**src/rtl/uart_rx_16x.sv**
```systemverilog
// 8N1 LSB-first UART receiver. Oversamples rxd with a baud strobe and samples each bit at mid-bit.
// Received bytes wait in a holding register behind a ready/rd handshake, with sticky error flags.
module uart_rx_16x #(
  parameter int OVERSAMPLE = 16,
  parameter int SCW        = 4
) (
  input  logic       clock,
  input  logic       reset,
  input  logic       rxd,
  input  logic       sample,
  input  logic       rd,
  output logic [7:0] dout,
  output logic       ready,
  output logic       frame_err,
  output logic       overrun,
  output logic [2:0] CS
);

  typedef enum logic [2:0] {
    IDLE  = 3'd0,
    START = 3'd1,
    DATA  = 3'd2,
    STOP  = 3'd3,
    BRK   = 3'd4
  } state_e;

  localparam logic [SCW-1:0] SC_MID  = SCW'(OVERSAMPLE/2 - 1);
  localparam logic [SCW-1:0] SC_LAST = SCW'(OVERSAMPLE - 1);

  state_e         state_q, state_d;
  logic           meta_q, rxs_q;
  logic [SCW-1:0] scnt_q, scnt_d;
  logic [2:0]     bcnt_q, bcnt_d;
  logic [7:0]     shift_q, shift_d;
  logic [7:0]     dout_q, dout_d;
  logic           ready_q, ready_d;
  logic           ferr_q, ferr_d;
  logic           ovr_q, ovr_d;

  always_ff @(posedge clock or posedge reset) begin
    if (reset) begin
      meta_q  <= 1'b1;
      rxs_q   <= 1'b1;
      state_q <= IDLE;
      scnt_q  <= '0;
      bcnt_q  <= '0;
      shift_q <= '0;
      dout_q  <= '0;
      ready_q <= 1'b0;
      ferr_q  <= 1'b0;
      ovr_q   <= 1'b0;
    end else begin
      meta_q  <= rxd;
      rxs_q   <= meta_q;
      state_q <= state_d;
      scnt_q  <= scnt_d;
      bcnt_q  <= bcnt_d;
      shift_q <= shift_d;
      dout_q  <= dout_d;
      ready_q <= ready_d;
      ferr_q  <= ferr_d;
      ovr_q   <= ovr_d;
    end
  end

  always_comb begin
    state_d = state_q;
    scnt_d  = scnt_q;
    bcnt_d  = bcnt_q;
    shift_d = shift_q;
    dout_d  = dout_q;
    ready_d = ready_q;
    ferr_d  = ferr_q;
    ovr_d   = ovr_q;

    // Host read clears first; a flag set below in the same cycle overrides it.
    if (rd) begin
      ready_d = 1'b0;
      ovr_d   = 1'b0;
      ferr_d  = 1'b0;
    end

    case (state_q)
      IDLE: begin
        if (sample && !rxs_q) begin
          state_d = START;
          scnt_d  = '0;
        end
      end
      START: begin
        if (sample) begin
          scnt_d = scnt_q + SCW'(1);
          if (scnt_q == SC_MID) begin
            if (!rxs_q) begin
              state_d = DATA;
              scnt_d  = '0;
              bcnt_d  = '0;
            end else begin
              state_d = IDLE;
            end
          end
        end
      end
      DATA: begin
        if (sample) begin
          scnt_d = scnt_q + SCW'(1);
          if (scnt_q == SC_LAST) begin
            shift_d = {rxs_q, shift_q[7:1]};
            scnt_d  = '0;
            bcnt_d  = bcnt_q + 3'd1;
            if (bcnt_q == 3'd7) state_d = STOP;
          end
        end
      end
      STOP: begin
        if (sample) begin
          scnt_d = scnt_q + SCW'(1);
          if (scnt_q == SC_LAST) begin
            scnt_d = '0;
            if (rxs_q) begin
              state_d = IDLE;
              if (!ready_q || rd) begin
                dout_d  = shift_q;
                ready_d = 1'b1;
              end else begin
                ovr_d = 1'b1;
              end
            end else begin
              ferr_d  = 1'b1;
              state_d = BRK;
            end
          end
        end
      end
      // Hold here until the line returns high so a break cannot look like a new start.
      BRK: begin
        if (sample && rxs_q) state_d = IDLE;
      end
      default: state_d = IDLE;
    endcase
  end

  assign dout      = dout_q;
  assign ready     = ready_q;
  assign frame_err = ferr_q;
  assign overrun   = ovr_q;
  assign CS        = state_q;

endmodule
```
**config.mk**
```make
export PLATFORM = sky130hd
export DESIGN_NAME = uart_rx_16x
export DESIGN_NICKNAME = d
export VERILOG_FILES = /design/src/rtl/uart_rx_16x.sv
export SDC_FILE = /design/constraint.sdc
export NUM_CORES = 1
export LEC_CHECK = 0
export ABC_AREA = 0
export CORE_MARGIN = 4
export CORE_UTILIZATION = 55
export CTS_CLUSTER_DIAMETER = 40
export CTS_CLUSTER_SIZE = 28
export DETAILED_ROUTE_END_ITERATION = 12
export PLACE_DENSITY = 0.79
export SLEW_MARGIN = 25
export SYNTH_ARGS = -nofsm -noshare
export SYNTH_HDL_FRONTEND = slang
export SYNTH_SLANG_ARGS = --single-unit
```
**constraint.sdc**
```tcl
create_clock -name clock -period 4.2 [get_ports clock]
set_clock_uncertainty 0.15 [all_clocks]
set_input_delay 0.42 -clock clock [delete_from_list [all_inputs] [get_ports clock]]
set_output_delay 0.42 -clock clock [all_outputs]
set_load 0.005 [all_outputs]
```
# After elaboration in Yosys (flattened, before gate mapping)
# Index checks and enable logic that the tools add are counted.
[totals]
register_bits = 31
latchBits = 0
ramBits = 0
mem_bits_ro = 0
in_bits = 5
output_inout_bits = 14
word_cells = 86
memories = 0
[classes]
n_addsub = 2
multipliers = 0
n_div = 0
order_cmp = 0
eq_ne = 18
shift = 0
muxes = 42
bitwise_logic = 0
reduce_logical = 14
[ops]
columns = ["op", "n"]
rows = [
  ["$mux W3", 15],
  ["$mux W4", 6],
  ["$ne A2 B2 Y1 const B", 10],
  ["$mux W1", 17],
  ["$pmux W3 S5", 1],
  ["$pmux W4 S3", 1],
  ["$reduce_and A9 Y1", 1],
  ["$eq A3 B2 Y1 const B", 2],
  ["$eq A3 B3 Y1 const B", 2],
  ["$pmux W3 S2", 1],
  ["$reduce_and A6 Y1", 1],
  ["$reduce_and A5 Y1", 1],
  ["$add A4 B1 Y4 const B", 1],
  ["$eq A4 B3 Y1 const B", 1],
  ["$eq A4 B4 Y1 const B", 1],
  ["$reduce_and A4 Y1", 1],
  ["$add A3 B1 Y3 const B", 1],
  ["$eq A3 B1 Y1 const B", 1],
  ["$logic_not A3 Y1", 1],
  ["$reduce_and A3 Y1", 1],
  ["$reduce_bool A3 Y1", 1],
  ["$logic_and A1 B1 Y1", 2],
  ["$logic_not A1 Y1", 2],
  ["$mux W2", 1],
  ["4 further kinds", 4],
]

# Logic depth before layout (Yosys ltp)
[logic_depth]
depth_word = 7
mapped_depth = 6
ltp_nobuf = 6

# Worst setup path before layout
# No wires, ideal clock.
[synth_timing]
path_kind = "flip-flop to flip-flop"
from = "register state_q[2] (netlist: CS[2])"
to = "register dout_q[0] (netlist: dout[0])"
setup_ps = 125
arrival_time_ps = 1625
required_ps = 3925
setup_slack_ps = 2300
path_stages_with_launch = 6
path_buffers = 1
period_less_slack_ps = 1900
path_cell_list = "dfrtp_1 > buf_2 > nor2b_1 > and4_1 > a21boi_4 > mux2_2"
[synth_between]
elab_chain_cells = 2
[synth_lines]
columns = ["element", "line_no", "rtl"]
rows = [
  ["from (decl)", "30", "state_e state_q, state_d;"],
  ["from (signal assigned)", "55", "state_q <= state_d;"],
  ["$eq A3 B2 Y1", "83", "case (state_q)"],
  ["$reduce_and A5 Y1 (no line)", "-", ""],
  ["to (signal assigned)", "59", "dout_q <= dout_d;"],
  ["to (decl)", "35", "logic [7:0] dout_q, dout_d;"],
]
# Every way passes these cells.
# A chain may end at the register's enable or synchronous reset.

# Worst setup path in the final report
[layout_timing]
from = "register state_q[0] (netlist: CS[0])"
to = "register dout_q[4] (netlist: dout[4])"
# The elaborated chain is that of the path after synthesis.

==> impl_metrics.py <==
metrics = {
    "yosys": {
        "ys_top_cells_by_count": "dfrtp_1 (29), mux2_2 (16), inv_1 (11)",
        "ys_seq_elements": 31,
        "synth_top_cell_by_area": "dfrtp_1",
        "synth-edff-count": 0,
        "ys_types": 39,
        "synth_area_leaders": "dfrtp_1 (49%), mux2_2 (12%), dfstp_2 (3.6%), inv_1 (2.8%), ha_1 (2.5%)",
        "syn_inst": 123,
        "synth_fa_ha_area_share_pct": 2.54,
        "synthMuxAreaShare_pct": 15.8,
        "syn_area_um2": 1480,
        "synth_seq_area_share_pct": 52.7,
        "yosys_most_used_dff": "dfrtp_1",
        "yosys.area_share.simple_pct": 10.5,
        "synth_xor_area_share_pct": 0.593,
        "syn_area_per_cell_um2": 12.0,
        "syn-num-nets": 131,
        "synth_top_family_by_area": "multiplexers",
        "synth_compound_area_share_pct": 13.6,
        "yosysTopAreaCellShare_pct": 49.2,
        "synth_most_common_cell": "dfrtp_1",
        "ys_warn_count": 0,
        "synthArstFlopShare_pct": 100,
    },
    "grt": {
        "antenna_found_initial": 0,
        "overflow": 0,
        "grt_use_total_pct": 17.7,
        "grt_pass1_vias": 1046,
        "grt_pass1_wl_um": 4600,
        "grt_max_degree": 32,
    },
    "setup_path": {
        "critPathTopFamily": "simple AND/OR/NAND/NOR gates",
        "crit_buf_inv": 0,
        "worstSetupEndpointType": "flip-flop",
        "rr_worst_depth": 4,
        "critPathSlowestCell": "dfrtp_1",
        "cp.arrival_ps": 2320,
        "cp.depth": 4,
        "crit_chain": "nor2b_1 > and4_1 > a21boi_4 > mux2_2",
        "crit_fanout": 13,
        "required_ps": 4280,
        "path_class": "flip-flop to flip-flop",
        "cpPeakStageDelay_ps": 570,
        "start_kind": "flip-flop",
    },
    "min_path": {
        "hp-class": "flip-flop to flip-flop",
        "hold_path_depth": 0,
    },
    "routing": {
        "first_iter_violations": 26,
        "ant_nets": 0,
        "wirelength_um": 2760,
        "via_count": 1024,
        "via_per_inst": 5.85,
        "wire_per_inst_um": 15.8,
        "drc": 0,
        "drt_pass1_iterations": 4,
    },
    "finish": {
        "layout-drive-gt1-share_pct": 21.4,
        "fill_cells": 200,
        "layout.nets": 152,
        "design_area_um2": 1720,
        "syn2layout_area_growth_pct": 16.8,
        "finalNonFillerCells": 175,
        "n_antenna_cell": 0,
    },
    "power": {
        "ir_drop_uv": 593,
        "power_density_nw_per_um2": 509,
        "finalPower_mw": 0.878,
        "power_leakage_nw": 0.807,
    },
    "clock_network": {
        "cts_tree": "built",
        "worstSkewPairLatency_ps": 340,
        "hold_buffers": 0,
        "cts_sinks": 31,
        "cts_root_buffer": "clkbuf_4",
        "path_clk_slew_ps": 100,
        "cts_resized": 0,
        "post-cts-setup-buffers": 0,
        "cts-htree-levels": 2,
        "cts_buffers": 5,
        "clockBufferDepth": 2,
    },
    "timing": {
        "hold_viol_final": 0,
        "setup_viol": 0,
        "worstMarginPinSlew_ps": 681,
        "setup_tns_ps": 0,
        "period_minus_slack_ps": 2240,
        "rsz0062_at_grt": "false",
        "final_max_slew_viol_count": 0,
        "holdWs_ps": 204,
        "relSlewSlack_pct": 54.4,
        "timing.fmax_mhz": 447,
        "finalCritPeriodShare_pct": 53.3,
    },
    "die": {
        "initial_core_util_pct": 58.5,
        "core_um2": 2520,
        "die_w_um": 59.8,
        "io_pins": 19,
        "dieArea_um2": 3580,
        "std_cell_rows": 18,
        "die_h_um": 59.8,
    },
    "placed_design": {
        "gp_congestion": 0.861,
        "place_inst": 167,
        "hpwl_um": 1940,
        "numPortBuffers": 18,
        "placed_cell_area_um2": 1670,
    },
    "outcome": {
        "status": "finished, final reports clean",
    },
    "job": {
        "cap_violations": 0,
    },
}
final timing paths:
| path | start | to | slack (ps) |
|---|---|---|---|
| setup / recovery | CS[0] | dout[4] | 1960 |
| hold / removal | meta_q | rxs_q | 200 |
| setup reg to reg | CS[0] | dout[4] | 1960 |
| hold reg to reg | meta_q | rxs_q | 200 |
| max in group asynchronous | reset | bcnt_q[0] | 3160 |
| min in group asynchronous | reset | frame_err | 320 |
registers in the layout (all words and copies together), names as in the netlist:
signal,count
meta_q,1
dout,8
scnt_q,4
CS,3
rxs_q,1
overrun,1
shift_q,8
frame_err,1
bcnt_q,3
ready,1
metal layers:
metal,routed length (um),part of all wire [%],vias up,global-route usage [%]
li1,-,-,487,-
met1,1180,43,510,20.6
met2,1370,50,20,28.9
met3,138,5.0,7,4.97
met4,67,2.4,0,10.4
met5,0,0,-,0
layout by cell type, fill, tap and decap left out, types with 3 or more instances in the layout:
cell type	netlist	final
a21oi_1	3	3
o21ai_0	4	4
dfrtp_1	29	29
mux2_2	16	16
o211ai_1	5	5
nand2_1	4	4
inv_1	11	10
clkdlybuf4s50_1	0	18
clkbuf_4	0	5
clkinv_2	0	3
mux2i_1	3	3
nor2_1	3	3
nand2b_1	3	3
ha_1	3	3
metrics by stage:
stage          worst slack (ps)  utilization (%)
6_report                   1960             68.4
5_1_grt                    1820             68.4
4_1_cts                    2000             68.4
3_5_place_dp               1640             66.3
3_3_place_gp               1740             66.3
2_1_floorplan              2300                -
power breakdown:
group / internal [mW] / switching (mW)
Clock: 0.0621 / 0.104
Combinational: 0.138 / 0.152
Sequential: 0.346 / 0.0759
final cells by class:
| type | count | area, um2 | share of cell area (%) |
|---|---|---|---|
| clock buffer | 5 | 37.5 | 2.18 |
| clock inverter | 3 | 15.0 | 0.871 |
| timing repair buffer | 18 | 180 | 10.4 |
| sequential | 31 | 778 | 45.1 |
| tap | 30 | 37.5 | 2.18 |
| inverter | 11 | 41.3 | 2.39 |
| multi-input combinational | 77 | 634 | 36.8 |
logic make-up after synthesis:
| family | after synthesis |
|---|---|
| xor gates and xnor gates | 1 |
| buffers and inverters | 15 |
| adders and majority gates | 3 |
| muxes | 21 |
| AOI/OAI and AO/OA | 26 |
| and+or+nand+nor | 26 |
| DFF | 31 |
(Power assumes the default switching activity.)
